File: config.mk
export PLATFORM = sky130hd
export DESIGN_NAME = fetch_controller
export DESIGN_NICKNAME = d
export VERILOG_FILES = /design/src/rtl/fetch_controller.sv
export SDC_FILE = /design/constraint.sdc
export NUM_CORES = 1
export LEC_CHECK = 0
export BUFFER_PORTS_ARGS = -buffer_cell sky130_fd_sc_hd__clkbuf_2
export CORE_ASPECT_RATIO = 1.2
export CORE_MARGIN = 4
export CORE_UTILIZATION = 56
export CTS_CLUSTER_SIZE = 24
export DETAILED_ROUTE_END_ITERATION = 6
export GPL_TIMING_DRIVEN = 0
export PLACE_DENSITY = 0.89
export SYNTH_ARGS = -nofsm -noshare
export SYNTH_HDL_FRONTEND = slang
export SYNTH_SLANG_ARGS = --single-unit
File: constraint.sdc
create_clock -name clk -period 4 [get_ports clk]
set_clock_uncertainty 0.1 [all_clocks]
set_input_delay 0.2 -clock clk [delete_from_list [all_inputs] [get_ports clk]]
set_output_delay 0.2 -clock clk [all_outputs]
set_load 0.03 [all_outputs]
File: src/rtl/fetch_controller.sv
// Fetch sequencer: owns the PC, registers memory output into IF/ID, handles redirect/stall/HALT drain.
// Latency: 1 cycle fetch-to-IF/ID, 1-bubble branch penalty; halted rises DRAIN_CYCLES edges after HALT lands.
// Backpressure: id_stall freezes PC, IF/ID, fetch count and drain counter; a redirect overrides it.
module fetch_controller #(
   parameter logic [15:0] RESET_PC     = 16'h0000,
   parameter logic [15:0] HALT_OPCODE  = 16'h0000,
   parameter int unsigned DRAIN_CYCLES = 3
) (
   input  logic        clk,
   input  logic        rst_n,
   output logic [15:0] if_from_pc,
   input  logic [15:0] if_instruction,
   input  logic        id_stall,
   input  logic        ex_branch_taken,
   input  logic [15:0] ex_branch_target,
   input  logic        restart,
   output logic [15:0] if_id_instruction,
   output logic [15:0] if_id_pc_plus2,
   output logic        if_id_valid,
   output logic        halted,
   output logic [15:0] if_fetch_count
);

   typedef enum logic [1:0] {ST_RUN, ST_DRAIN, ST_HALTED} state_t;

   typedef struct packed {
      logic [15:0] instr;
      logic [15:0] pc_plus2;
      logic        valid;
   } if_id_t;

   localparam logic [3:0] DRAIN_INIT = 4'(DRAIN_CYCLES);

   state_t      state_q, state_d;
   logic [15:0] pc_q;
   logic [3:0]  drain_q;
   if_id_t      if_id_q;
   logic        halted_q;
   logic [15:0] count_q;

   logic [15:0] pc_plus2;
   logic [15:0] branch_pc;
   logic        is_halt;
   logic        drain_last;
   logic        take_branch;
   logic        take_fetch;
   logic        drain_step;
   logic        take_restart;

   assign pc_plus2   = pc_q + 16'd2;
   assign branch_pc  = {ex_branch_target[15:1], 1'b0};
   assign is_halt    = (if_instruction == HALT_OPCODE);
   assign drain_last = (drain_q <= 4'd1);

   always_ff @(posedge clk or negedge rst_n) begin
      if (!rst_n) begin
         state_q <= ST_RUN;
      end else begin
         state_q <= state_d;
      end
   end

   always_comb begin
      state_d = state_q;
      case (state_q)
         ST_RUN: begin
            if (!ex_branch_taken && !id_stall && is_halt) state_d = ST_DRAIN;
         end
         ST_DRAIN: begin
            if (ex_branch_taken)              state_d = ST_RUN;
            else if (!id_stall && drain_last) state_d = ST_HALTED;
         end
         ST_HALTED: begin
            if (restart) state_d = ST_RUN;
         end
         default: state_d = ST_RUN;
      endcase
   end

   // HALTED ignores redirects and stalls; only restart leaves it.
   always_comb begin
      take_branch  = 1'b0;
      take_fetch   = 1'b0;
      drain_step   = 1'b0;
      take_restart = 1'b0;
      case (state_q)
         ST_RUN: begin
            take_branch = ex_branch_taken;
            take_fetch  = !ex_branch_taken && !id_stall;
         end
         ST_DRAIN: begin
            take_branch = ex_branch_taken;
            drain_step  = !ex_branch_taken && !id_stall;
         end
         ST_HALTED: begin
            take_restart = restart;
         end
         default: ;
      endcase
   end

   always_ff @(posedge clk or negedge rst_n) begin
      if (!rst_n) begin
         pc_q     <= RESET_PC;
         drain_q  <= 4'd0;
         if_id_q  <= '0;
         halted_q <= 1'b0;
         count_q  <= 16'd0;
      end else if (take_branch) begin
         pc_q    <= branch_pc;
         if_id_q <= '0;
         drain_q <= 4'd0;
      end else if (take_fetch) begin
         if_id_q <= '{instr: if_instruction, pc_plus2: pc_plus2, valid: 1'b1};
         if (count_q != 16'hFFFF) count_q <= count_q + 16'd1;
         // The HALT word is delivered but the PC parks on it.
         if (is_halt) drain_q <= DRAIN_INIT;
         else         pc_q    <= pc_plus2;
      end else if (drain_step) begin
         if_id_q <= '0;
         drain_q <= drain_q - 4'd1;
         if (drain_last) halted_q <= 1'b1;
      end else if (take_restart) begin
         pc_q     <= RESET_PC;
         halted_q <= 1'b0;
         count_q  <= 16'd0;
      end
   end

   assign if_from_pc        = pc_q;
   assign if_id_instruction = if_id_q.instr;
   assign if_id_pc_plus2    = if_id_q.pc_plus2;
   assign if_id_valid       = if_id_q.valid;
   assign halted            = halted_q;
   assign if_fetch_count    = count_q;

endmodule
==> impl_metrics.json, run 1 <==
{
  "insertedDiodeCount": 0,
  "yosysWarningCount": 0,
  "final_min_period_over_clock_period": 0.584,
  "cts.path.max_buffers": 2,
  "wl_um": 10300,
  "die_y_um": 95.5,
  "register_area_um2": 1780,
  "worst_hold_slack_ps": -0.530,
  "met2WireLength_um": 5220,
  "core-area_um2": 6130,
  "critPathSlowestCell": "dlygate4sd3_1",
  "report.power.total_mw": 1.88,
  "filler_cell_count": 462,
  "most_frequent_standard_cell_in_the_layout_excluding_fill_and_tap_cells": "clkbuf_2",
  "cpPeakStageDelay_ps": 540,
  "timing_worst_slew_pin_value_ps": 608,
  "placement_rows": 31,
  "synth-async-reset-ratio": 1.00,
  "vias_in_the_first_global_route": 3524,
  "worst_r2r_startpoint": "state_q[1]",
  "grt_antenna_before_repair": 0,
  "post_synth_instance_area_um2": 3570,
  "post_cts_hold_buffer_count": 15,
  "instances_no_fill": 594,
  "final_layout_size_suffix_gt1_frac": 0.266,
  "worst_hold_path.num_cells": 2,
  "synth.ff_latch_count": 71,
  "multi_input_area_um2": 1640,
  "clkTransAtPathRegs_ps": 70,
  "start_kind": "input pin",
  "fin_setup_tns_ps": 0,
  "ys_seq_area_frac": 0.497,
  "worst_hold_path.endpoint": "if_id_instruction[6]",
  "drc_violations_left": 0,
  "yosys.area.top_type": "dfrtp_1",
  "design.portCount": 103,
  "synth.net_count": 421,
  "period_needed_ps": 2340,
  "most-common-layout-cells": "clkbuf_2 (99), dfrtp_1 (71), nand2_1 (43)",
  "worst-endpoint-arrival_ps": 2510,
  "clk_root_buffer_cell": "clkbuf_8",
  "grt_pass1_wl_um": 16600,
  "num-nets-final": 548,
  "worst_hold_check_path_type": "in -> reg",
  "wl_met1_um": 3970,
  "tritoncts": "yes",
  "synth_enable_flop_cells": 0,
  "irDropWorstVdd_mv": 0.311,
  "path_cells": "dlygate4sd3_1 > clkbuf_2 > nor4_1 > nand4_1 > o21ai_2 > buf_6 > a21oi_1 > o22ai_1",
  "synth.avg_cell_area_um2": 9.40,
  "report.final.slew_viol_count": 0,
  "violations": "negative hold slack",
  "die-area_um2": 7730,
  "cts_post_setup_buffers_inserted": 0,
  "timing.final.setup_violations": 0,
  "vias_per_cell": 6.05,
  "post-place-ws_ps": 1930,
  "drtPass1Iterations": 6,
  "final_hold_violating_endpoints": 1,
  "fin_ws_ps": 1660,
  "drt-wirelength-per-cell_um": 17.4,
  "outcome": "complete, but fails checks",
  "grt_total_usage": 0.281,
  "ff2ff_path_depth": 6,
  "clock_latency_ps": 350,
  "hold_path_origin": "if_instruction[6]",
  "numClockSinks": 71,
  "critPathMaxFanout": 10,
  "numPortBuffers": 99,
  "area_delta_synth_final_pct": 27.4,
  "netlist_top_cells_area": "dfrtp_1 (50%), o21ai_0 (5.5%), a22o_1 (5.1%)",
  "antenna_violating_nets_post_route": 0,
  "cts-htree-levels": 3,
  "numPlacedInstances": 562,
  "grt_max_degree": 50,
  "post-dp-hpwl_um": 7340,
  "critical_path.reg2reg.endpoint": "if_from_pc[8]",
  "ff2ff_setup_slack_ps": 1850,
  "initial_core_util": 0.583,
  "rsz_0062_raised_after_global_routing": "false",
  "powerDensity_nw_per_um2": 413,
  "tritoncts.num_buffers": 9,
  "die_width_um": 80.9,
  "yosys_most_used_dff": "dfrtp_1",
  "post_synth_inst_count": 380,
  "worstSetupPathType": "in -> reg",
  "grt-ovfl-total": 0,
  "final_util": 0.743,
  "synth.lib_cells_used.distinct": 51,
  "top_signal_layer_used": "met4",
  "required_time_at_the_endpoint_of_the_critical_path_ps": 4170,
  "place_congestion": 0.901,
  "detailedRoute.firstIterationViolations": 291,
  "cts.repair.resized": 0,
  "end_kind": "register",
  "worst_slew_margin_rel": 0.591,
  "num_vias": 3592,
  "maxCapViolCount": 0,
  "power.leakage_nw": 2.20,
  "synthDominantCellAreaShare": 0.497,
  "dr_wl_met3_um": 857,
  "max_freq_ghz": 0.428
}
-- power by group --
part           leakage (nW)  total, mW  switching, mW  internal [mW]
logic                  1.15      0.450          0.294          0.156
clock network         0.100      0.564          0.262          0.302
registers             0.943      0.866         0.0824          0.783
-- state kept, by name, indices dropped and copies added, names as in the netlist --
| register | count |
|---|---|
| if_id_pc_plus2 | 16 |
| if_id_instruction | 16 |
| drain_q | 4 |
| halted | 1 |
| if_id_valid | 1 |
| if_from_pc | 15 |
| state_q | 2 |
| if_fetch_count | 16 |
-- worst max path at each step --
| stage | endpoint | start | slack (ps) |
|---|---|---|---|
| 2_1_floorplan | if_fetch_count[10] | if_fetch_count[0] | 1980 |
| 3_3_place_gp | if_from_pc[9] | if_instruction[13] | 1960 |
| 3_5_place_dp | if_from_pc[9] | if_instruction[13] | 1930 |
| 4_1_cts | if_from_pc[9] | if_instruction[13] | 1730 |
| 6_report | if_from_pc[9] | if_instruction[4] | 1660 |
| 5_1_grt | if_from_pc[9] | if_instruction[13] | 1380 |
-- per-stage QoR --
stage	hold WS [ps]	instance area (µm²)
detailed placement	49.2	4200
global placement	303	4170
global route	0.495	4550
floorplan	-196	3570
finish	-0.530	4550
CTS	0.458	4540
-- cell families after synthesis --
logic type	count (synthesis)	share of synthesized area
AO/OA/AOI/OAI	122	0.221
XOR/XNOR	12	0.0294
AND/OR/NAND/NOR	134	0.185
flip-flops	71	0.497
buffers and inverters	33	0.0441
adder cells (fa/ha/maj)	4	0.0140
multiplexers	3	0.00840
other	1	0.00105
-- cells in the mapped netlist, types with 2 or more instances --
cell type,number
nor3_1,12
o21a_1,3
nand4_1,13
xor2_1,4
and3_1,3
dfrtp_1,71
o31ai_1,2
nor2_1,28
inv_1,11
o22ai_1,6
xnor2_1,8
a21oi_1,22
mux2i_1,3
nor4_1,8
nand2_1,43
ha_1,4
nand3_1,12
buf_2,8
a22o_1,21
and2_1,2
clkbuf_1,7
and4_1,2
a31oi_1,6
o21ai_0,39
a221oi_1,3
a21o_1,9
buf_4,4
nand2b_1,3
-- critical path: cells and delay by family --
kind | cells | cell delay (ps)
buffers and inverters | 3 | 880
AND/OR/NAND/NOR | 2 | 810
AO/OA/AOI/OAI | 3 | 620
-- layout make-up --
cell class,count,area share
Tap cell,82,0.0225
Multi-Input combinational cell,276,0.360
Clock buffer,12,0.0319
Inverter,11,0.00907
Timing Repair Buffer,116,0.151
Clock inverter,4,0.00990
Sequential cell,71,0.390
Buffer,22,0.0256
-- layer usage --
metal | track usage | up-vias
met2 | 0.488 | 192
met4 | 0.101 | 0
li1 | - | 1641
met5 | 0 | -
met1 | 0.343 | 1718
met3 | 0.0595 | 41
No activity file was read; power rests on OpenSTA's default activity.
==> run 2, diff against run 1 <==
--- a/config.mk
+++ b/config.mk
@@ -5,14 +5,15 @@
 export SDC_FILE = /design/constraint.sdc
 export NUM_CORES = 1
 export LEC_CHECK = 0
+export ABC_AREA = 1
 export BUFFER_PORTS_ARGS = -buffer_cell sky130_fd_sc_hd__clkbuf_2
 export CORE_ASPECT_RATIO = 1.2
 export CORE_MARGIN = 4
-export CORE_UTILIZATION = 56
+export CORE_UTILIZATION = 48
 export CTS_CLUSTER_SIZE = 24
 export DETAILED_ROUTE_END_ITERATION = 6
 export GPL_TIMING_DRIVEN = 0
-export PLACE_DENSITY = 0.89
+export PLACE_DENSITY = 0.81
 export SYNTH_ARGS = -nofsm -noshare
 export SYNTH_HDL_FRONTEND = slang
 export SYNTH_SLANG_ARGS = --single-unit
==> constraint.sdc (replaced) <==
create_clock -name clk -period 2.05 [get_ports clk]
set_clock_uncertainty 0.1 [all_clocks]
set_input_delay 0.1025 -clock clk [delete_from_list [all_inputs] [get_ports clk]]
set_output_delay 0.1025 -clock clk [all_outputs]
set_load 0.03 [all_outputs]
==> run 2 against run 1 <==
Effect of this change:
- the run now ends clean
- first-iteration DRC count is 30% lower
- setup slack worse by 1500 ps
- area after synthesis is 10% higher
- combinational power is 120% higher
- register-to-register slack worse by 1600 ps
- power is 110% higher
- clock power is 110% higher
- worst hold slack better by 14 ps
- sequential power is 96% higher
==> impl_metrics.json, run 2 <==
{
  "outcome": "complete, no violations",
  "insertedDiodeCount": 0,
  "post-synth-top-count-cell": "nand2_1",
  "num-nets-final": 700,
  "worst_hold_check_path_type": "in -> reg",
  "most-common-layout-cells": "nand2_1 (186), clkbuf_2 (99), dfrtp_1 (71)",
  "critPathMaxFanout": 7,
  "synth.ff_latch_count": 71,
  "path_cells": "ha_1 > nand2_1 > nor2_1 > nand3_1 > nand2_1 > nand2_1 > nand2_1 > nand2_1 > nand2_1 > nand2_1",
  "critical-path-top-delay-family": "simple AND/OR/NAND/NOR gates",
  "cts.path.max_buffers": 2,
  "report.final.slew_viol_count": 0,
  "power.leakage_nw": 2.72,
  "cts_post_setup_buffers_inserted": 0,
  "clk_root_buffer_cell": "clkbuf_8",
  "synth.lib_cells_used.distinct": 33,
  "placement_rows": 35,
  "synth.net_count": 556,
  "grt_max_degree": 45,
  "vias_per_cell": 5.23,
  "post_synth_inst_count": 515,
  "timing.critical_path.mode_cell": "nand2_1",
  "post_cts_hold_buffer_count": 32,
  "numClockSinks": 71,
  "yosys.area.top_type": "dfrtp_1",
  "core-area_um2": 7840,
  "initial_core_util": 0.502,
  "irDropWorstVdd_mv": 0.396,
  "design.portCount": 103,
  "clock_latency_ps": 340,
  "yosys_most_used_dff": "dfrtp_1",
  "most_frequent_standard_cell_in_the_layout_excluding_fill_and_tap_cells": "nand2_1",
  "drtPass1Iterations": 6,
  "post-dp-hpwl_um": 7690,
  "yosysWarningCount": 0,
  "numPlacedInstances": 708,
  "maxCapViolCount": 0,
  "timing.final.setup_violations": 0,
  "grt_antenna_before_repair": 0,
  "worst-endpoint-arrival_ps": 1980,
  "end_kind": "register",
  "worst_hold_slack_ps": 13.3,
  "wl_um": 10700,
  "final_min_period_over_clock_period": 0.897,
  "tritoncts": "yes",
  "netlist_top_cells_count": "nand2_1 (186), dfrtp_1 (71), nand3_1 (62), nor2_1 (46), inv_1 (34)",
  "grt_pass1_wl_um": 17600,
  "synth_enable_flop_cells": 0,
  "antenna_violating_nets_post_route": 0,
  "drt-wirelength-per-cell_um": 14.2,
  "fin_setup_tns_ps": 0,
  "final_util": 0.652,
  "max_freq_ghz": 0.544,
  "start_kind": "register",
  "required_time_at_the_endpoint_of_the_critical_path_ps": 2190,
  "final_layout_size_suffix_gt1_frac": 0.267,
  "cpPeakStageDelay_ps": 480,
  "fin_area_um2": 5110,
  "rsz_0062_raised_after_global_routing": "false",
  "worstSetupPathType": "reg -> reg",
  "cts.repair.resized": 0,
  "post_dp_cell_area_um2": 4580,
  "powerDensity_nw_per_um2": 765,
  "instances_no_fill": 756,
  "critical_path_buf_inv_count": 0,
  "detailedRoute.firstIterationViolations": 205,
  "numPortBuffers": 100,
  "cts-htree-levels": 3,
  "num_vias": 3954,
  "place_congestion": 0.900,
  "period_needed_ps": 1840,
  "die-area_um2": 9720,
  "grt_total_usage": 0.225,
  "critPathSlowestCell": "dfrtp_1",
  "post_synth_instance_area_um2": 3940,
  "tritoncts.num_buffers": 9,
  "synthDominantCellAreaShare": 0.451,
  "grt-ovfl-total": 0,
  "die_y_um": 107,
  "netlist_top_cells_area": "dfrtp_1 (45%), nand2_1 (18%), nand3_1 (7.9%)",
  "clkTransAtPathRegs_ps": 80,
  "vias_in_the_first_global_route": 3778,
  "final_hold_violating_endpoints": 0,
  "synth-async-reset-ratio": 1.00,
  "die_width_um": 90.7,
  "synth.avg_cell_area_um2": 7.65,
  "area_delta_synth_final_pct": 29.9,
  "ys_seq_area_frac": 0.451,
  "drc_violations_left": 0
}
[run 2: worst paths after layout]
kind	slack (ps)	depth (start not counted)	endpoint	startpoint
setup / recovery	210	10	if_from_pc[13]	if_from_pc[1]
max in group asynchronous	1130	3	if_from_pc[6]	rst_n
hold reg to reg	390	1	state_q[1]	state_q[0]
hold / removal	10	5	if_from_pc[1]	ex_branch_target[1]
setup reg to reg	210	10	if_from_pc[13]	if_from_pc[1]
min in group asynchronous	150	2	if_fetch_count[0]	rst_n
[run 2: routing by layer]
metal  global-route usage  vias up  share of wire
met1                0.268     1835           0.41
met2                0.391      138           0.50
met3               0.0379       36          0.050
met4                0.116        0          0.039
li1                     -     1945              -
met5                    0        -              0
[run 2: final cells by class]
cell class,count,area [µm²]
Timing Repair Buffer,133,843
Clock inverter,4,52.6
Multi-Input combinational cell,388,1890
Clock buffer,12,165
Inverter,40,150
Sequential cell,71,1780
Fill cell,649,2730
Buffer,16,124
Tap cell,92,115
[run 2: tightest hold or removal path, cell delays in order]
cell	delay, ps
clkbuf_2	80
nand2_1	40
o21ai_0	90
nand2_2	60
o21ai_2	40
[run 2: logic make-up after synthesis]
group                      after synthesis  synth area share
DFF                                     71             0.451
AOI/OAI and AO/OA                       42            0.0705
buffers and inverters                   56            0.0696
other                                    1          0.000952
adders and majority gates                4            0.0127
xor gates and xnor gates                 4           0.00890
and+or+nand+nor                        337             0.386
[run 2: report_power, final]
| part | internal (mW) | switching [mW] |
|---|---|---|
| clock | 0.662 | 0.536 |
| combinational | 0.339 | 0.673 |
| sequential | 1.54 | 0.158 |
[run 2: per-stage QoR]
| step | setup WS, ps | total power, mW |
|---|---|---|
| after global routing | 73.6 | 4.10 |
| after floorplan | 233 | 2.36 |
| after global placement | 225 | 2.66 |
| final | 212 | 3.91 |
| after detailed placement | 251 | 2.69 |
| after CTS | 241 | 3.93 |
